===== src/rtl/load_value_predictor.sv =====
// load_value_predictor: PC-indexed last-value predictor answering the hazard controller's value-prediction handshake.
// Latency: vp_en -> pred_valid 2 cycles; dc_valid -> vp_done / vp_lock release 1 cycle; recovery_done -> ack 1 cycle.
// Backpressure: one request in flight, vp_en outside IDLE is dropped. Define VP_TAG_CHECK_EN to store and compare PC tags.
`timescale 1ns/1ps
module load_value_predictor #(
    parameter int ENTRIES     = 64,
    parameter int DATA_WIDTH  = 32,
    parameter int ADDR_WIDTH  = 32,
    parameter int CONF_BITS   = 2,
    parameter int CONF_THRESH = 2,
    parameter int TIMEOUT     = 255
) (
    input  logic                  clk,
    input  logic                  rst,
    input  logic                  vp_en,
    input  logic [ADDR_WIDTH-1:0] vp_pc,
    input  logic                  dc_valid,
    input  logic [DATA_WIDTH-1:0] dc_data,
    input  logic                  recovery_done,
    output logic [DATA_WIDTH-1:0] pred_data,
    output logic                  pred_valid,
    output logic                  vp_lock,
    output logic                  vp_done,
    output logic                  recover,
    output logic                  recovery_done_ack
);

    localparam int IDX_W = $clog2(ENTRIES);
    localparam int CNT_W = $clog2(TIMEOUT + 1);
    localparam logic [CONF_BITS-1:0] CONF_MAX     = '1;
    localparam logic [CONF_BITS-1:0] CONF_MIN_HIT = CONF_BITS'(CONF_THRESH);
    localparam logic [CNT_W-1:0]     CNT_LIMIT    = CNT_W'(TIMEOUT);

    typedef enum logic [1:0] {
        S_IDLE,
        S_LOOKUP,
        S_WAIT_DC,
        S_RECOVER
    } state_t;

    state_t state_q, state_d;
    logic [IDX_W-1:0]      idx_q, idx_d;
    logic [CNT_W-1:0]      cnt_q, cnt_d;
    logic [DATA_WIDTH-1:0] pred_data_d;
    logic                  pred_valid_d, vp_lock_d, vp_done_d, recover_d, ack_d;
    logic                  train;
    logic                  tag_match, entry_hit, lookup_hit;

    logic                  tbl_vld  [ENTRIES];
    logic [CONF_BITS-1:0]  tbl_conf [ENTRIES];
    logic [DATA_WIDTH-1:0] tbl_val  [ENTRIES];

`ifdef VP_TAG_CHECK_EN
    localparam int TAG_W = ADDR_WIDTH - IDX_W - 2;
    logic [TAG_W-1:0] tbl_tag [ENTRIES];
    logic [TAG_W-1:0] tag_q, tag_d;
    logic             unused_pc;

    assign unused_pc = ^vp_pc[1:0];
    assign tag_match = (tbl_tag[idx_q] == tag_q);
`else
    logic unused_pc;

    // Aliasing PCs share an entry, so any valid entry counts as a tag hit.
    assign unused_pc = ^{vp_pc[ADDR_WIDTH-1:IDX_W+2], vp_pc[1:0]};
    assign tag_match = 1'b1;
`endif

    assign entry_hit  = tbl_vld[idx_q] && tag_match;
    assign lookup_hit = entry_hit && (tbl_conf[idx_q] >= CONF_MIN_HIT);

    always_comb begin
        state_d      = state_q;
        idx_d        = idx_q;
        cnt_d        = cnt_q;
        pred_data_d  = pred_data;
        pred_valid_d = pred_valid;
        vp_lock_d    = vp_lock;
        vp_done_d    = 1'b0;
        recover_d    = recover;
        ack_d        = 1'b0;
        train        = 1'b0;
`ifdef VP_TAG_CHECK_EN
        tag_d        = tag_q;
`endif
        unique case (state_q)
            S_IDLE: begin
                if (vp_en) begin
                    idx_d   = vp_pc[IDX_W+1:2];
`ifdef VP_TAG_CHECK_EN
                    tag_d   = vp_pc[ADDR_WIDTH-1:IDX_W+2];
`endif
                    state_d = S_LOOKUP;
                end
            end
            S_LOOKUP: begin
                cnt_d        = '0;
                state_d      = S_WAIT_DC;
                pred_valid_d = lookup_hit;
                vp_lock_d    = lookup_hit;
                pred_data_d  = lookup_hit ? tbl_val[idx_q] : '0;
            end
            S_WAIT_DC: begin
                // pred_valid doubles as the "this request was predicted" flag.
                if (dc_valid) begin
                    train        = 1'b1;
                    pred_valid_d = 1'b0;
                    pred_data_d  = '0;
                    if (pred_valid && (dc_data != pred_data)) begin
                        recover_d = 1'b1;
                        state_d   = S_RECOVER;
                    end else begin
                        vp_done_d = 1'b1;
                        vp_lock_d = 1'b0;
                        state_d   = S_IDLE;
                    end
                end else if (cnt_q == CNT_LIMIT) begin
                    pred_valid_d = 1'b0;
                    pred_data_d  = '0;
                    if (pred_valid) begin
                        recover_d = 1'b1;
                        state_d   = S_RECOVER;
                    end else begin
                        vp_lock_d = 1'b0;
                        state_d   = S_IDLE;
                    end
                end else begin
                    cnt_d = cnt_q + 1'b1;
                end
            end
            S_RECOVER: begin
                if (recovery_done) begin
                    ack_d     = 1'b1;
                    recover_d = 1'b0;
                    vp_lock_d = 1'b0;
                    state_d   = S_IDLE;
                end
            end
            default: state_d = S_IDLE;
        endcase
    end

    always_ff @(posedge clk) begin
        if (rst) begin
            state_q           <= S_IDLE;
            idx_q             <= '0;
            cnt_q             <= '0;
            pred_data         <= '0;
            pred_valid        <= 1'b0;
            vp_lock           <= 1'b0;
            vp_done           <= 1'b0;
            recover           <= 1'b0;
            recovery_done_ack <= 1'b0;
`ifdef VP_TAG_CHECK_EN
            tag_q             <= '0;
`endif
        end else begin
            state_q           <= state_d;
            idx_q             <= idx_d;
            cnt_q             <= cnt_d;
            pred_data         <= pred_data_d;
            pred_valid        <= pred_valid_d;
            vp_lock           <= vp_lock_d;
            vp_done           <= vp_done_d;
            recover           <= recover_d;
            recovery_done_ack <= ack_d;
`ifdef VP_TAG_CHECK_EN
            tag_q             <= tag_d;
`endif
        end
    end

    always_ff @(posedge clk) begin
        if (rst) begin
            for (int i = 0; i < ENTRIES; i++) begin
                tbl_vld[i]  <= 1'b0;
                tbl_conf[i] <= '0;
            end
        end else if (train) begin
            if (entry_hit) begin
                if (tbl_val[idx_q] == dc_data) begin
                    if (tbl_conf[idx_q] != CONF_MAX) begin
                        tbl_conf[idx_q] <= tbl_conf[idx_q] + 1'b1;
                    end
                end else begin
                    tbl_val[idx_q]  <= dc_data;
                    tbl_conf[idx_q] <= '0;
                end
            end else begin
                tbl_vld[idx_q]  <= 1'b1;
                tbl_val[idx_q]  <= dc_data;
                tbl_conf[idx_q] <= '0;
`ifdef VP_TAG_CHECK_EN
                tbl_tag[idx_q]  <= tag_q;
`endif
            end
        end
    end

endmodule


===== config.mk =====
export PLATFORM = sky130hd
export DESIGN_NAME = load_value_predictor
export DESIGN_NICKNAME = d
export VERILOG_FILES = /design/src/rtl/load_value_predictor.sv
export SDC_FILE = /design/constraint.sdc
export NUM_CORES = 2
export LEC_CHECK = 0
export CORE_MARGIN = 5
export CORE_UTILIZATION = 59
export DETAILED_ROUTE_END_ITERATION = 12
export MAX_ROUTING_LAYER = met4
export PLACE_DENSITY = 0.76
export SLEW_MARGIN = 0
export SYNTH_ARGS = -nofsm -noshare
export SYNTH_HDL_FRONTEND = slang
export SYNTH_SLANG_ARGS = --single-unit

===== constraint.sdc =====
create_clock -name clk -period 8.82 [get_ports clk]
set_clock_uncertainty 0.15 [all_clocks]
set_input_delay 2.646 -clock clk [delete_from_list [all_inputs] [get_ports clk]]
set_output_delay 2.646 -clock clk [all_outputs]
set_load 0.1 [all_outputs]

==> metrics <==
status=finished, violations left; failing checks=antenna rules; Critical Path AT=7.63 ns; Slew @ Worst Pin=1.36 ns; Post-DRT Antenna Nets=1; htree depth=4; # clock sinks=about 2,300; hold_ws=slightly above 0.3 ns; Non-Filler Instances=between 7,000 and 8,000; Synth Flop Type=edfxtp_1; # rows=around 140; worst-case clock buffer depth=3; syn avg cell area=around 19 um^2; GR Overflow Total=0; Syn. warnings=0; Logic pwr share=0.096; type of the worst min-delay path=flip-flop to flip-flop; Setup Viol. Count Final=0; Max-Cap Viols=0; Data required, critical path=around 9.2 ns; RSZ-0062 raised after global routing=false; Pins Over Slew Limit=0; Sequential Power Share=0.511; Clock Latency Late Sink=0.87 ns; Placer Congestion=between 0.9 and 1; power per cell area=between 200 and 250 nW/um^2; Critical Path, Cell by Cell=buf_12 -> buf_4 -> mux2i_1 -> a22oi_1 -> o211ai_1 -> a21oi_1 -> o31ai_1 -> xor2_1 -> nand4_1 -> or4_1 -> nand4b_4 -> buf_12 -> nor2b_4 -> buf_4; number of cells on the worst hold path=1; die width=roughly 400 um; CTS tree=built; Post-Syn Area=just over 90,000 um^2; post-synthesis register bit count=2,299; initial antenna violation count=12; Buf/Inv on CP=4; P&R area growth vs syn=11.5%; Synth async-reset ratio=0; fin nets=5,128; syn nets=roughly 5,000; Total GRT Usage=0.345; postcts setup bufs=0; largest net degree at the start of global routing=approximately 140; Rel. slew slack=0.0927; leakage power=roughly 32 nW; Hold Fails Final Rpt=0; Core ar.=154,000 um^2; via/cell ratio=approximately 7.2; detailed placement HPWL=around 160,000 um; worst r2r path cells=14; number of global-route vias before repair=around 50,000; critical path's largest stage delay=roughly 0.90 ns; final wirelength=around 280,000 um; Final Instance Area=between 100,000 and 150,000 um^2; switching part of the total=0.239; Cell Int Power=around 18 mW; min-delay src=tbl_vld[46]; Worst path slowest cell=nor2b_4; crit start category=flip-flop; Worst path top cell family by delay=buffers and inverters; DR pass1 iterations=8; post_cts resized=0; Final period util=0.828; crit end category=flip-flop; DIE AREA=about 160,000 um^2; first-pass GRT wire length=approximately 380,000 um; Post-Place Cells=roughly 6,900; Hold-fix buffers, CTS=0; Max Fclk=approximately 0.14 GHz; drt drc=0; Syn Inst Count=roughly 4,900; Seq/Total Area, Yosys=0.741; CTS root buf=clkbuf_16; setup TNS=0 ns; die height=~400 um; Netlist cell types=82; CP Depth=14; fraction of layout cells with a size suffix above 1=0.208; number of flops mapped to enable cells by yosys=2,176; Via Count=~52,000; initial core utilization=0.594; VDD IR-drop max=around 0.23 mV; per-cell routed wire length=approximately 38 um; Clock transition at path regs=~0.06 ns; 1st-iter DRT viols=9,651; final core utilization=0.662; crit-path max FO=140; Tmin final=7.30 ns; crit path kind=flip-flop to flip-flop; port bufs=a little under 80; Area after DPL=roughly 95,000 um^2; Top Ports=about 110; Clock Power Share=0.392; sw power=~5.6 mW; CTS buffer count=216
==> sequential cells by signal, summed over array words and instances (netlist names), named ones only <==
name and cells:
pred_data 32, tbl_conf 128, vp_lock 1, vp_done 1, recover 1, idx_q 6
recovery_done_ack 1, tbl_val 2048, cnt_q 8, state_q 2, tbl_vld 64, pred_valid 1
==> path summary, 6_finish.rpt <==
path | to | slack (ns)
worst min register to register | tbl_vld[46] | 0.31
worst min-delay path | tbl_vld[46] | 0.31
worst max register to register | tbl_val[8][14] | 1.52
worst max-delay path | tbl_val[8][14] | 1.52
==> stage by stage <==
step	worst slack, ns	power, mW
final	1.52	23.5
after global routing	1.48	24.1
after CTS	1.75	23.5
after detailed placement	1.47	14.5
after global placement	1.52	14.4
after floorplan	2.01	13.6
==> layout make-up <==
cell class | count | area, um^2
flip-flops and latches | 2299 | 67800
fillers | 9860 | 52100
multi-input cells | 2250 | 22300
clock buffers | 279 | 5850
well taps | 2044 | 2560
repair buffers | 271 | 2230
clock inverters | 132 | 1170
inverters | 15 | 57.6
diodes | 20 | 50.0
==> per-layer routing <==
metal / vias up / wire (um) / track usage
met5: - / 0 / -
met4: 0 / 15300 / 0.157
met3: 832 / 41800 / 0.106
met2: 4590 / 124000 / 0.499
met1: 26700 / 94300 / 0.458
li1: 20300 / - / -
==> power by group through the flow <==
stage,logic [mW],registers (mW),clock network [mW]
2_1_floorplan,1.41,12.2,0
3_3_place_gp,2.16,12.3,0
3_5_place_dp,2.19,12.3,0
4_1_cts,2.21,12.0,9.22
5_1_grt,2.34,12.0,9.73
6_report,2.27,12.0,9.22
==> cell usage after synthesis, types with 6 or more instances <==
cell,number,area [um^2]
or4_1,6,45.0
dfxtp_1,123,2460
mux2i_1,441,4410
o22ai_1,52,325
nor2_1,127,477
nor2b_1,57,357
a211oi_1,9,67.6
o2bb2ai_1,65,569
xor2_1,52,455
mux2_2,18,203
xnor2_1,15,131
nor3_1,78,390
edfxtp_1,2176,65300
o21ai_0,36,180
buf_2,97,485
buf_6,29,327
buf_1,25,93.8
a221oi_1,20,175
a22o_1,7,61.3
nand4_1,21,131
nor3b_1,6,45.0
and3_1,40,250
nand3_1,79,395
a31oi_1,14,87.6
nand2_1,172,646
inv_1,11,41.3
nor4_1,48,300
or2_2,18,113
mux4_2,380,8560
a22oi_1,188,1410
a21oi_1,130,651
ha_1,6,75.1
o31ai_1,6,45.0
or3_1,14,87.6
nand2b_1,18,113
and2_1,15,93.8
o211ai_1,10,75.1
a32oi_1,9,78.8
nor3_2,27,270
buf_4,49,368
clkbuf_1,119,447
==> cell families after synthesis <==
| logic type | Yosys count | share of synthesized area |
|---|---|---|
| AOI/OAI and AO/OA | 585 | 0.0446 |
| xor gates and xnor gates | 67 | 0.00642 |
| adders and majority gates | 6 | 0.000821 |
| buffers and inverters | 335 | 0.0195 |
| DFF | 2299 | 0.741 |
| muxes | 839 | 0.144 |
| and+or+nand+nor | 753 | 0.0433 |
==> placed cells by master, fill, tap and decap left out, types with 41 or more instances in the layout <==
master / count
dfxtp_1: 117
buf_4: 179
nand2_1: 171
o22ai_1: 52
clkbuf_16: 221
clkdlybuf4s50_1: 46
xor2_1: 52
clkbuf_1: 48
o2bb2ai_1: 65
nor3_1: 78
edfxtp_1: 2176
a22oi_1: 188
a21oi_1: 130
nor4_1: 47
clkinv_1: 41
nor2_1: 124
mux2i_1: 441
nand3_1: 79
mux4_2: 380
clkinv_2: 57
No activity file was read; power rests on OpenSTA's default activity.
